==> config.mk <==
export PLATFORM = sky130hd
export DESIGN_NAME = image_cache_reader
export DESIGN_NICKNAME = d
export VERILOG_FILES = /design/src/rtl/image_cache_reader.sv
export SDC_FILE = /design/constraint.sdc
export NUM_CORES = 1
export LEC_CHECK = 0
export ABC_AREA = 1
export BUFFER_PORTS_ARGS = -buffer_cell sky130_fd_sc_hd__buf_4
export CAP_MARGIN = 20
export CORE_MARGIN = 4
export CORE_UTILIZATION = 64
export DETAILED_ROUTE_END_ITERATION = 10
export GPL_ROUTABILITY_DRIVEN = 0
export GPL_TIMING_DRIVEN = 1
export PLACE_DENSITY = 0.84
export SLEW_MARGIN = 10
export SYNTH_ARGS = -nofsm -noshare
export SYNTH_HDL_FRONTEND = slang
export SYNTH_SLANG_ARGS = --single-unit
==> constraint.sdc <==
create_clock -name clk -period 4 [get_ports clk]
set_input_delay 0.4 -clock clk [delete_from_list [all_inputs] [get_ports clk]]
set_output_delay 0.4 -clock clk [all_outputs]
set_load 0.01 [all_outputs]
==> src/rtl/image_cache_reader.sv <==
// image_cache_reader: read-side engine for the frame image cache.
// Scans the cache in raster order (y outer, x inner) through a synchronous read port and
// emits a valid/ready pixel stream with coordinates and frame markers.
// Ports:
//   clk, rst_n                 clock, asynchronous active-low reset
//   start                      pulse to begin a frame readout (ignored unless idle)
//   busy, done                 busy while scanning/draining; done is a one-cycle end pulse
//   mem_rd_en, mem_rd_addr     cache read strobe and address
//   mem_rd_data                cache read data, valid RD_LATENCY cycles after mem_rd_en
//   pix_valid, pix_ready       output handshake
//   pix_data, pix_x, pix_y     pixel value and absolute coordinates
//   pix_sof, pix_eol, pix_eof  first pixel of frame, last of row, last of frame
// Optional feature macro IMAGE_CACHE_READER_ROI_EN adds roi_x0/roi_x1/roi_y0/roi_y1 inputs,
// sampled on an accepted start, restricting the scan to that inclusive window.
module image_cache_reader #(
  parameter int unsigned ROW_SIZE   = 320,
  parameter int unsigned COL_SIZE   = 240,
  parameter int unsigned WORD_SIZE  = 8,
  parameter int unsigned ROW_WIDTH  = 9,
  parameter int unsigned COL_WIDTH  = 8,
  parameter int unsigned ADDR_WIDTH = 17,
  parameter int unsigned RD_LATENCY = 2
) (
  input  logic                  clk,
  input  logic                  rst_n,
`ifdef IMAGE_CACHE_READER_ROI_EN
  input  logic [ROW_WIDTH-1:0]  roi_x0,
  input  logic [ROW_WIDTH-1:0]  roi_x1,
  input  logic [COL_WIDTH-1:0]  roi_y0,
  input  logic [COL_WIDTH-1:0]  roi_y1,
`endif
  input  logic                  start,
  output logic                  busy,
  output logic                  done,
  output logic                  mem_rd_en,
  output logic [ADDR_WIDTH-1:0] mem_rd_addr,
  input  logic [WORD_SIZE-1:0]  mem_rd_data,
  output logic                  pix_valid,
  input  logic                  pix_ready,
  output logic [WORD_SIZE-1:0]  pix_data,
  output logic [ROW_WIDTH-1:0]  pix_x,
  output logic [COL_WIDTH-1:0]  pix_y,
  output logic                  pix_sof,
  output logic                  pix_eol,
  output logic                  pix_eof
);

  localparam int unsigned Depth = RD_LATENCY + 2;
  localparam int unsigned PtrW  = $clog2(Depth);
  localparam int unsigned CntW  = $clog2(Depth + 1);

  localparam logic [1:0] StIdle  = 2'd0;
  localparam logic [1:0] StScan  = 2'd1;
  localparam logic [1:0] StDrain = 2'd2;
  localparam logic [1:0] StDone  = 2'd3;

  typedef struct packed {
    logic [ROW_WIDTH-1:0] x;
    logic [COL_WIDTH-1:0] y;
    logic                 sof;
    logic                 eol;
    logic                 eof;
  } tag_t;

  typedef struct packed {
    logic [WORD_SIZE-1:0] data;
    tag_t                 tag;
  } entry_t;

  logic [1:0]            state_q, state_d;
  logic [ROW_WIDTH-1:0]  x_q, x_start, x_end, x_init;
  logic [COL_WIDTH-1:0]  y_q, y_start, y_end, y_init;
  logic [ADDR_WIDTH-1:0] addr_q, addr_init;
  logic                  empty_roi, start_acc;

  assign start_acc = start && (state_q == StIdle);

`ifdef IMAGE_CACHE_READER_ROI_EN
  logic [ROW_WIDTH-1:0] x0_q, x1_q;
  logic [COL_WIDTH-1:0] y0_q, y1_q;

  always_ff @(posedge clk or negedge rst_n) begin
    if (!rst_n) begin
      x0_q <= '0;
      x1_q <= '0;
      y0_q <= '0;
      y1_q <= '0;
    end else if (start_acc) begin
      x0_q <= roi_x0;
      x1_q <= roi_x1;
      y0_q <= roi_y0;
      y1_q <= roi_y1;
    end
  end

  assign x_start   = x0_q;
  assign x_end     = x1_q;
  assign y_start   = y0_q;
  assign y_end     = y1_q;
  assign x_init    = roi_x0;
  assign y_init    = roi_y0;
  // One-off row base at start; per-pixel addressing stays incremental.
  assign addr_init = ADDR_WIDTH'(roi_y0) * ADDR_WIDTH'(ROW_SIZE) + ADDR_WIDTH'(roi_x0);
  assign empty_roi = (roi_x1 < roi_x0) || (roi_y1 < roi_y0);
`else
  assign x_start   = '0;
  assign x_end     = ROW_WIDTH'(ROW_SIZE - 1);
  assign y_start   = '0;
  assign y_end     = COL_WIDTH'(COL_SIZE - 1);
  assign x_init    = '0;
  assign y_init    = '0;
  assign addr_init = '0;
  assign empty_roi = 1'b0;
`endif

  // Read issue with credit: reads in flight plus FIFO entries never exceed the FIFO depth.
  logic [CntW-1:0] inflight_q, inflight_d, cnt_q, cnt_d;
  logic [CntW:0]   occ;
  logic            issue, last_xy, push, pop;
  tag_t            tag_in;

  assign occ     = {1'b0, inflight_q} + {1'b0, cnt_q};
  assign issue   = (state_q == StScan) && (occ < (CntW + 1)'(Depth));
  assign last_xy = (x_q == x_end) && (y_q == y_end);

  always_comb begin
    tag_in     = '0;
    tag_in.x   = x_q;
    tag_in.y   = y_q;
    tag_in.sof = (x_q == x_start) && (y_q == y_start);
    tag_in.eol = (x_q == x_end);
    tag_in.eof = last_xy;
  end

  always_ff @(posedge clk or negedge rst_n) begin
    if (!rst_n) begin
      x_q    <= '0;
      y_q    <= '0;
      addr_q <= '0;
    end else if (start_acc) begin
      x_q    <= x_init;
      y_q    <= y_init;
      addr_q <= addr_init;
    end else if (issue) begin
      if (x_q == x_end) begin
        x_q    <= x_start;
        y_q    <= y_q + 1'b1;
        // Skip the columns outside the window to land on the next row's first pixel.
        addr_q <= addr_q + ADDR_WIDTH'(ROW_SIZE) - ADDR_WIDTH'(x_end) + ADDR_WIDTH'(x_start);
      end else begin
        x_q    <= x_q + 1'b1;
        addr_q <= addr_q + 1'b1;
      end
    end
  end

  // Tag pipe aligned with the memory read latency.
  logic [RD_LATENCY-1:0] pipe_vld_q;
  tag_t                  pipe_tag_q [RD_LATENCY];

  always_ff @(posedge clk or negedge rst_n) begin
    if (!rst_n) begin
      pipe_vld_q <= '0;
    end else begin
      pipe_vld_q[0] <= issue;
      for (int i = 1; i < RD_LATENCY; i++) pipe_vld_q[i] <= pipe_vld_q[i-1];
    end
  end

  always_ff @(posedge clk) begin
    pipe_tag_q[0] <= tag_in;
    for (int i = 1; i < RD_LATENCY; i++) pipe_tag_q[i] <= pipe_tag_q[i-1];
  end

  // Output FIFO.
  entry_t          fifo_q [Depth];
  entry_t          head;
  logic [PtrW-1:0] wr_ptr_q, rd_ptr_q;

  function automatic logic [PtrW-1:0] ptr_next(input logic [PtrW-1:0] p);
    return (p == PtrW'(Depth - 1)) ? '0 : p + 1'b1;
  endfunction

  assign push       = pipe_vld_q[RD_LATENCY-1];
  assign pix_valid  = (cnt_q != '0);
  assign pop        = pix_valid && pix_ready;
  assign inflight_d = inflight_q + CntW'(issue) - CntW'(push);
  assign cnt_d      = cnt_q + CntW'(push) - CntW'(pop);

  always_ff @(posedge clk) begin
    if (push) fifo_q[wr_ptr_q] <= '{data: mem_rd_data, tag: pipe_tag_q[RD_LATENCY-1]};
  end

  always_ff @(posedge clk or negedge rst_n) begin
    if (!rst_n) begin
      wr_ptr_q   <= '0;
      rd_ptr_q   <= '0;
      cnt_q      <= '0;
      inflight_q <= '0;
    end else begin
      if (push) wr_ptr_q <= ptr_next(wr_ptr_q);
      if (pop)  rd_ptr_q <= ptr_next(rd_ptr_q);
      cnt_q      <= cnt_d;
      inflight_q <= inflight_d;
    end
  end

  assign head     = fifo_q[rd_ptr_q];
  assign pix_data = pix_valid ? head.data    : '0;
  assign pix_x    = pix_valid ? head.tag.x   : '0;
  assign pix_y    = pix_valid ? head.tag.y   : '0;
  assign pix_sof  = pix_valid && head.tag.sof;
  assign pix_eol  = pix_valid && head.tag.eol;
  assign pix_eof  = pix_valid && head.tag.eof;

  // Control FSM. DRAIN looks at next-cycle occupancy so done lands right after the eof pop.
  always_comb begin
    state_d = state_q;
    unique case (state_q)
      StIdle:  if (start) state_d = empty_roi ? StDrain : StScan;
      StScan:  if (issue && last_xy) state_d = StDrain;
      StDrain: if (cnt_d == '0 && inflight_d == '0) state_d = StDone;
      StDone:  state_d = StIdle;
      default: state_d = StIdle;
    endcase
  end

  always_ff @(posedge clk or negedge rst_n) begin
    if (!rst_n) state_q <= StIdle;
    else        state_q <= state_d;
  end

  assign busy        = (state_q == StScan) || (state_q == StDrain);
  assign done        = (state_q == StDone);
  assign mem_rd_en   = issue;
  assign mem_rd_addr = addr_q;

endmodule

---- Word-level counts from Yosys, hierarchy flattened ----
Memory sizes are Yosys's and may differ from the RTL's.
Index checks and enable logic that the tools add are counted.
W data, S select, Z words.
storage, ports and cells
  memories ................................ 2
  memory bits (writable) .................. 152
  memory bits (read-only) ................. 0
  latch bits .............................. 0
  flip-flop bits (word level) ............. 48
  output and inout bits ................... 49
operators by class
  shift operators ......................... 0
  add/subtract/negate cells ............... 12
  multiply operators ...................... 0
  bitwise logic cells ..................... 0
  reductions and logical operators ........ 21
  order comparisons ....................... 1
  div/mod/pow operators ................... 0
  equal/unequal tests ..................... 10
  mux-type cells .......................... 20
memories
  memory      depth  bits a word  read ports  clocked after memory_dff  write ports  line  RTL
  fifo_q      4      28           1           0                         1            176   entry_t fifo_q [Depth];
  pipe_tag_q  2      20           2           0                         2            159   tag_t pipe_tag_q [RD_LATENCY];
operator list
  cell                     count
  $mux W17                 3
  $mux W8                  5
  $mux W9                  4
  $add A17 B1 Y17 const B  1
  $add A17 B9 Y17 const B  1
  $sub A17 B9 Y17 const B  1
  $logic_and A1 B1 Y1      10
  $mux W2                  5
  $add A9 B1 Y9 const B    1
  $eq A9 B9 Y1 const B     1
  $logic_not A9 Y1         1
  $add A8 B1 Y8 const B    1
  $eq A2 B2 Y1 const B     4
  $eq A8 B8 Y1 const B     1
  $logic_not A8 Y1         1
  $pmux W2 S4              1
  $add A3 B1 Y3            2
  $logic_not A3 Y1         2
  $sub A3 B1 Y3            2
  $add A2 B1 Y2 const B    2
  $add A3 B3 Y4            1
  $lt A4 B3 Y1 const B     1
  $ne A2 B2 Y1 const B     2
  $reduce_bool A2 Y1       2
  8 further kinds          9

---- Longest topological paths before layout ----
  word-level depth ........................ 9
  mapped depth ............................ 17
  mapped depth without buffers ............ 16

---- Worst setup path before layout ----
OpenSTA, ideal clock, no wires.
  path type ............................... register to register
  from .................................... reg inflight_q[2]
  to ...................................... reg state_q[1]
  data arrival time ....................... 2.398 ns
  cell stages (with the launch flop) ...... 16
  setup slack ............................. 1.485 ns
  buffers on the path ..................... 1
  cell sequence ........................... dfrtp_1 ha_1 nor2_1 nand2_1 nor2_4 buf_4 ha_1 inv_1 fa_1 inv_1 nor3b_1 nand3_1 nand2_1 nand3_1 nand2_1 nand2_1
between the ends
  word-level cells in the longest chain between the ends .. 9
ends and longest elaborated chain
  item                                line  RTL
  start: declaration                  117   logic [CntW-1:0] inflight_q, inflight_d, cnt_q, cnt_d;
  start signal: assignment            204   inflight_q <= inflight_d;
  $add A3 B3 Y4                       122   assign occ = {1'b0, inflight_q} + {1'b0, cnt_q};
  $lt A4 B3 Y1                        123   assign issue = (state_q == StScan) && (occ < (CntW + 1)'(Depth));
  $logic_and A1 B1 Y1                 123
  named net mem_rd_en                 35    output logic mem_rd_en,
  $add A3 B1 Y3                       187   assign inflight_d = inflight_q + CntW'(issue) - CntW'(push);
  $sub A3 B1 Y3                       187
  named net inflight_d[1]             117
  $logic_not A3 Y1                    222   StDrain: if (cnt_d == '0 && inflight_d == '0) state_d = StDone;
  $logic_and A1 B1 Y1                 222
  $ne A2 B2 Y1 (no source line)       -
  $reduce_and A3 Y1 (no source line)  -
  end signal: assignment              229   if (!rst_n) state_q <= StIdle;
  end signal: assignment              230   else state_q <= state_d;
  end: declaration                    70    logic [1:0] state_q, state_d;
The timed path passes the listed nets, and every way through them passes these cells.
A chain may end at the register's enable or synchronous reset.

---- Worst setup path in the final report ----
  from .................................... reg cnt_q[2]
  to ...................................... reg state_q[0]
between the ends
  word-level cells in the longest chain between the ends .. 9
ends and longest elaborated chain
  item                                line  RTL
  start: declaration                  117
  start signal: assignment            203   cnt_q <= cnt_d;
  $add A3 B3 Y4                       122
  $lt A4 B3 Y1                        123
  $logic_and A1 B1 Y1                 123
  $add A3 B1 Y3                       187
  $sub A3 B1 Y3                       187
  named net inflight_d[1]             117
  $logic_not A3 Y1                    222
  $logic_and A1 B1 Y1                 222
  $ne A2 B2 Y1 (no source line)       -
  $reduce_and A3 Y1 (no source line)  -
The timed path passes the listed nets, and every way through them passes these cells.

==> summary.md <==
| Metric | Value |
|---|---|
| Clk Latency, worst-skew pair | `0.43 ns` |
| Register area share after synthesis | `66.65%` |
| Via density | `5.594` |
| Number of setup buffers added after CTS | `0` |
| Max cap viols | `0` |
| # diodes | `0` |
| Asr flop ratio synth | `24.00%` |
| Arrival time worst endpoint | `3.18 ns` |
| Hold crit path type | `in2reg` |
| Synth-to-layout area growth | `14.73%` |
| Power per Cell Area | `709.7 mW/mm2` |
| Final Routed Wirelength | `16.36 mm` |
| Crit start category | `flop` |
| Critical Path RT | `4.33 ns` |
| Yosys cell types | `36` |
| DRC Markers | `0` |
| Die Ht | `120.2 um` |
| EDFF count, synth | `112` |
| Proportion of layout cells with a drive suffix above 1 | `14.75%` |
| Yosys top cell area share | `41.78%` |
| CTS Sinks | `200` |
| Mapped cell area | `0.008050 mm2` |
| Maximum clock insertion buffer count | `2` |
| Critical path launch point | `cnt_q[2]` |
| Gr usage total | `23.95%` |
| Syn Nets | `795` |
| Final worst path period share | `71.34%` |
| Largest area contributor in the netlist | `edfxtp_1` |
| Remaining Overflow, GRT | `0` |
| Setup total negative slack | `0 ns` |
| WS Path Type | `reg2reg` |
| Io pins | `61` |
| Initial Utilization | `66.19%` |
| First-pass GRT wire length | `27.11 mm` |
| First-pass DRT Iterations | `6` |
| Static Leak | `3.807 nW` |
| Vias | `5605` |
| Antenna violations before repair | `0` |
| Seq cells post-synth | `200` |
| Synth Warn # | `0` |
| R2R cell count | `14` |
| Measured slew at the worst slew-check pin | `0.8317 ns` |
| Avg WL per Cell | `16.33 um` |
| CTS tree | `built` |
| Final Max Tran Viols | `0` |
| R2R Path End | `state_q[0]` |
| Post-synth top flop | `edfxtp_1` |
| RSZ-0062 raised after global routing | `no` |
| Mean Syn Cell Area | `10.59 um2` |
| Die Footprint | `0.01444 mm2` |
| Worst reg-to-reg setup slack | `1.15 ns` |
| Worst hold margin | `0.1665 ns` |
| Relative max-transition margin | `44.47%` |
| Worst flop-to-flop path startpoint | `cnt_q[2]` |
| Setup violators final | `0` |
| Cells after Synth | `760` |
| TritonCTS Buffers | `17` |
| Synth top area cells | `edfxtp_1 (42%), dfrtp_1 (15%), dfxtp_1 (9.9%)` |
| Peak VDD IR | `0.3384 mV` |
| Peak Freq | `350.5 MHz` |
| DRT antenna net count | `0` |
| Die X | `120.2 um` |
| CP endpoint kind | `flop` |
| Core area | `0.01216 mm2` |
| Crit path time final | `2.853 ns` |
| Root Driver | `clkbuf_16` |
| H-tree Lvls | `4` |
| Row count | `40` |
| Hpwl dp | `10.12 mm` |
| Initial DRC count | `570` |
| Fin Clk Skew | `0.008229 ns` |
| NumNets Final | `856` |
| I/O Buffers | `60` |
| Number of global-route vias before repair | `5529` |
| Hold Fails Final Rpt | `0` |
| Worst Path Max Fanout | `19` |
| Outcome | `finished clean` |
| Pin count of the biggest net entering global routing | `59` |
| CP endpoint | `state_q[0]` |
| Total power | `6.555 mW` |
| Worst-path clk slew | `0.07 ns` |
[synthesized netlist by cell type (2+ instances only)]
cell type	number
a21oi_1	41
a31oi_1	2
buf_1	5
buf_2	9
buf_6	2
clkbuf_1	11
dfrtp_1	48
dfxtp_1	40
edfxtp_1	112
fa_1	2
ha_1	21
inv_1	61
inv_2	2
nand2_1	95
nand2_2	3
nand3_1	27
nand3b_1	2
nand4_1	14
nor2_1	152
nor2_2	6
nor2_4	2
nor3_1	15
o21ai_0	71
o21ai_1	3
o21ai_2	2
or2_2	2
[cells in the final DEF, fill, tap and decap left out, drive strengths merged, types with 28 or more instances in the layout]
| master | count |
|---|---|
| a21oi | 41 |
| buf | 69 |
| dfrtp | 48 |
| dfxtp | 40 |
| edfxtp | 112 |
| inv | 73 |
| nand2 | 99 |
| nand3 | 28 |
| nor2 | 160 |
| o21ai | 76 |
[registers in the layout, summed over array words and instances, names as in the netlist]
register and cells:
x_q 9, mem_rd_addr 17, y_q 8, cnt_q 3, fifo_q 112, wr_ptr_q 2
pipe_tag_q 40, inflight_q 3, pipe_vld_q 2, rd_ptr_q 2, state_q 2
[kinds of logic (layout without fill, tap and decap cells)]
kind of cell | Yosys count | count (layout) | synth area share, %
flip-flops | 200 | 200 | 66.65
AO/OA/AOI/OAI | 120 | 120 | 7.600
buffers and inverters | 92 | 166 | 4.678
adder cells (fa/ha/maj) | 23 | 23 | 3.761
AND/OR/NAND/NOR | 324 | 324 | 17.21
XOR/XNOR | 1 | 1 | 0.1088
[timing repair]
item	in CTS	in global routing
endpoints found under the hold margin	48	0
resized for setup	0	0
hold buffers	1	0
[power by group]
| part | switching [mW] | internal, mW | leakage, nW |
|---|---|---|---|
| Sequential | 0.201 | 2.52 | 1.98 |
| Clock | 0.783 | 0.863 | 0.285 |
| Combinational | 1.36 | 0.827 | 1.54 |
[per-layer routing]
metal	track usage, %	up-vias	part of all wire [%]
met1	30.13	2663	40
met5	0	-	0
met2	40.85	236	52
met3	5.090	33	6.1
met4	9.162	0	1.8
li1	-	2673	-
[through the flow]
stage	util, %	setup slack, ns	instances	area [um2]
after floorplan	-	1.485	760	8050
after global placement	71.11	1.310	969	8648
after detailed placement	71.11	1.171	969	8648
after CTS	75.95	1.156	1002	9236
after global routing	75.95	0.9493	1002	9236
final	75.95	1.147	1002	9236
[cell type report]
cell class | instances | area (um2)
Clock buffer | 18 | 450.4
Clock inverter | 14 | 127.6
Fill cell | 747 | 2925
Inverter | 64 | 241.5
Multi-Input combinational cell | 468 | 2313
Sequential cell | 200 | 5365
Tap cell | 168 | 210.2
Timing Repair Buffer | 70 | 528.0
[worst max-delay path, stage by stage (launching register included)]
cell	delay, ns
dfrtp_1	0.42
ha_1	0.28
nor2_1	0.12
nand2_1	0.09
nor2_4	0.37
ha_1	0.23
inv_1	0.05
fa_1	0.47
inv_1	0.05
nor3b_1	0.19
nand3_1	0.10
nand2_1	0.10
nand3_1	0.11
nand2_1	0.09
nand2_1	0.05
[worst min path at each step]
| stage | from | end | slack, ns | depth (start not counted) |
|---|---|---|---|---|
| after floorplan | rst_n | cnt_q[0] | 0.10 | 0 |
| after CTS | mem_rd_data[4] | fifo_q[0][24] | 0.15 | 1 |
| after detailed placement | pipe_tag_q[0][0] | pipe_tag_q[0][20] | 0.31 | 0 |
| after global placement | pipe_tag_q[0][12] | pipe_tag_q[0][32] | 0.31 | 0 |
| final | mem_rd_data[4] | fifo_q[1][24] | 0.17 | 1 |
| after global routing | mem_rd_data[5] | fifo_q[3][25] | 0.15 | 1 |
Power figures use the tool's default switching activity.
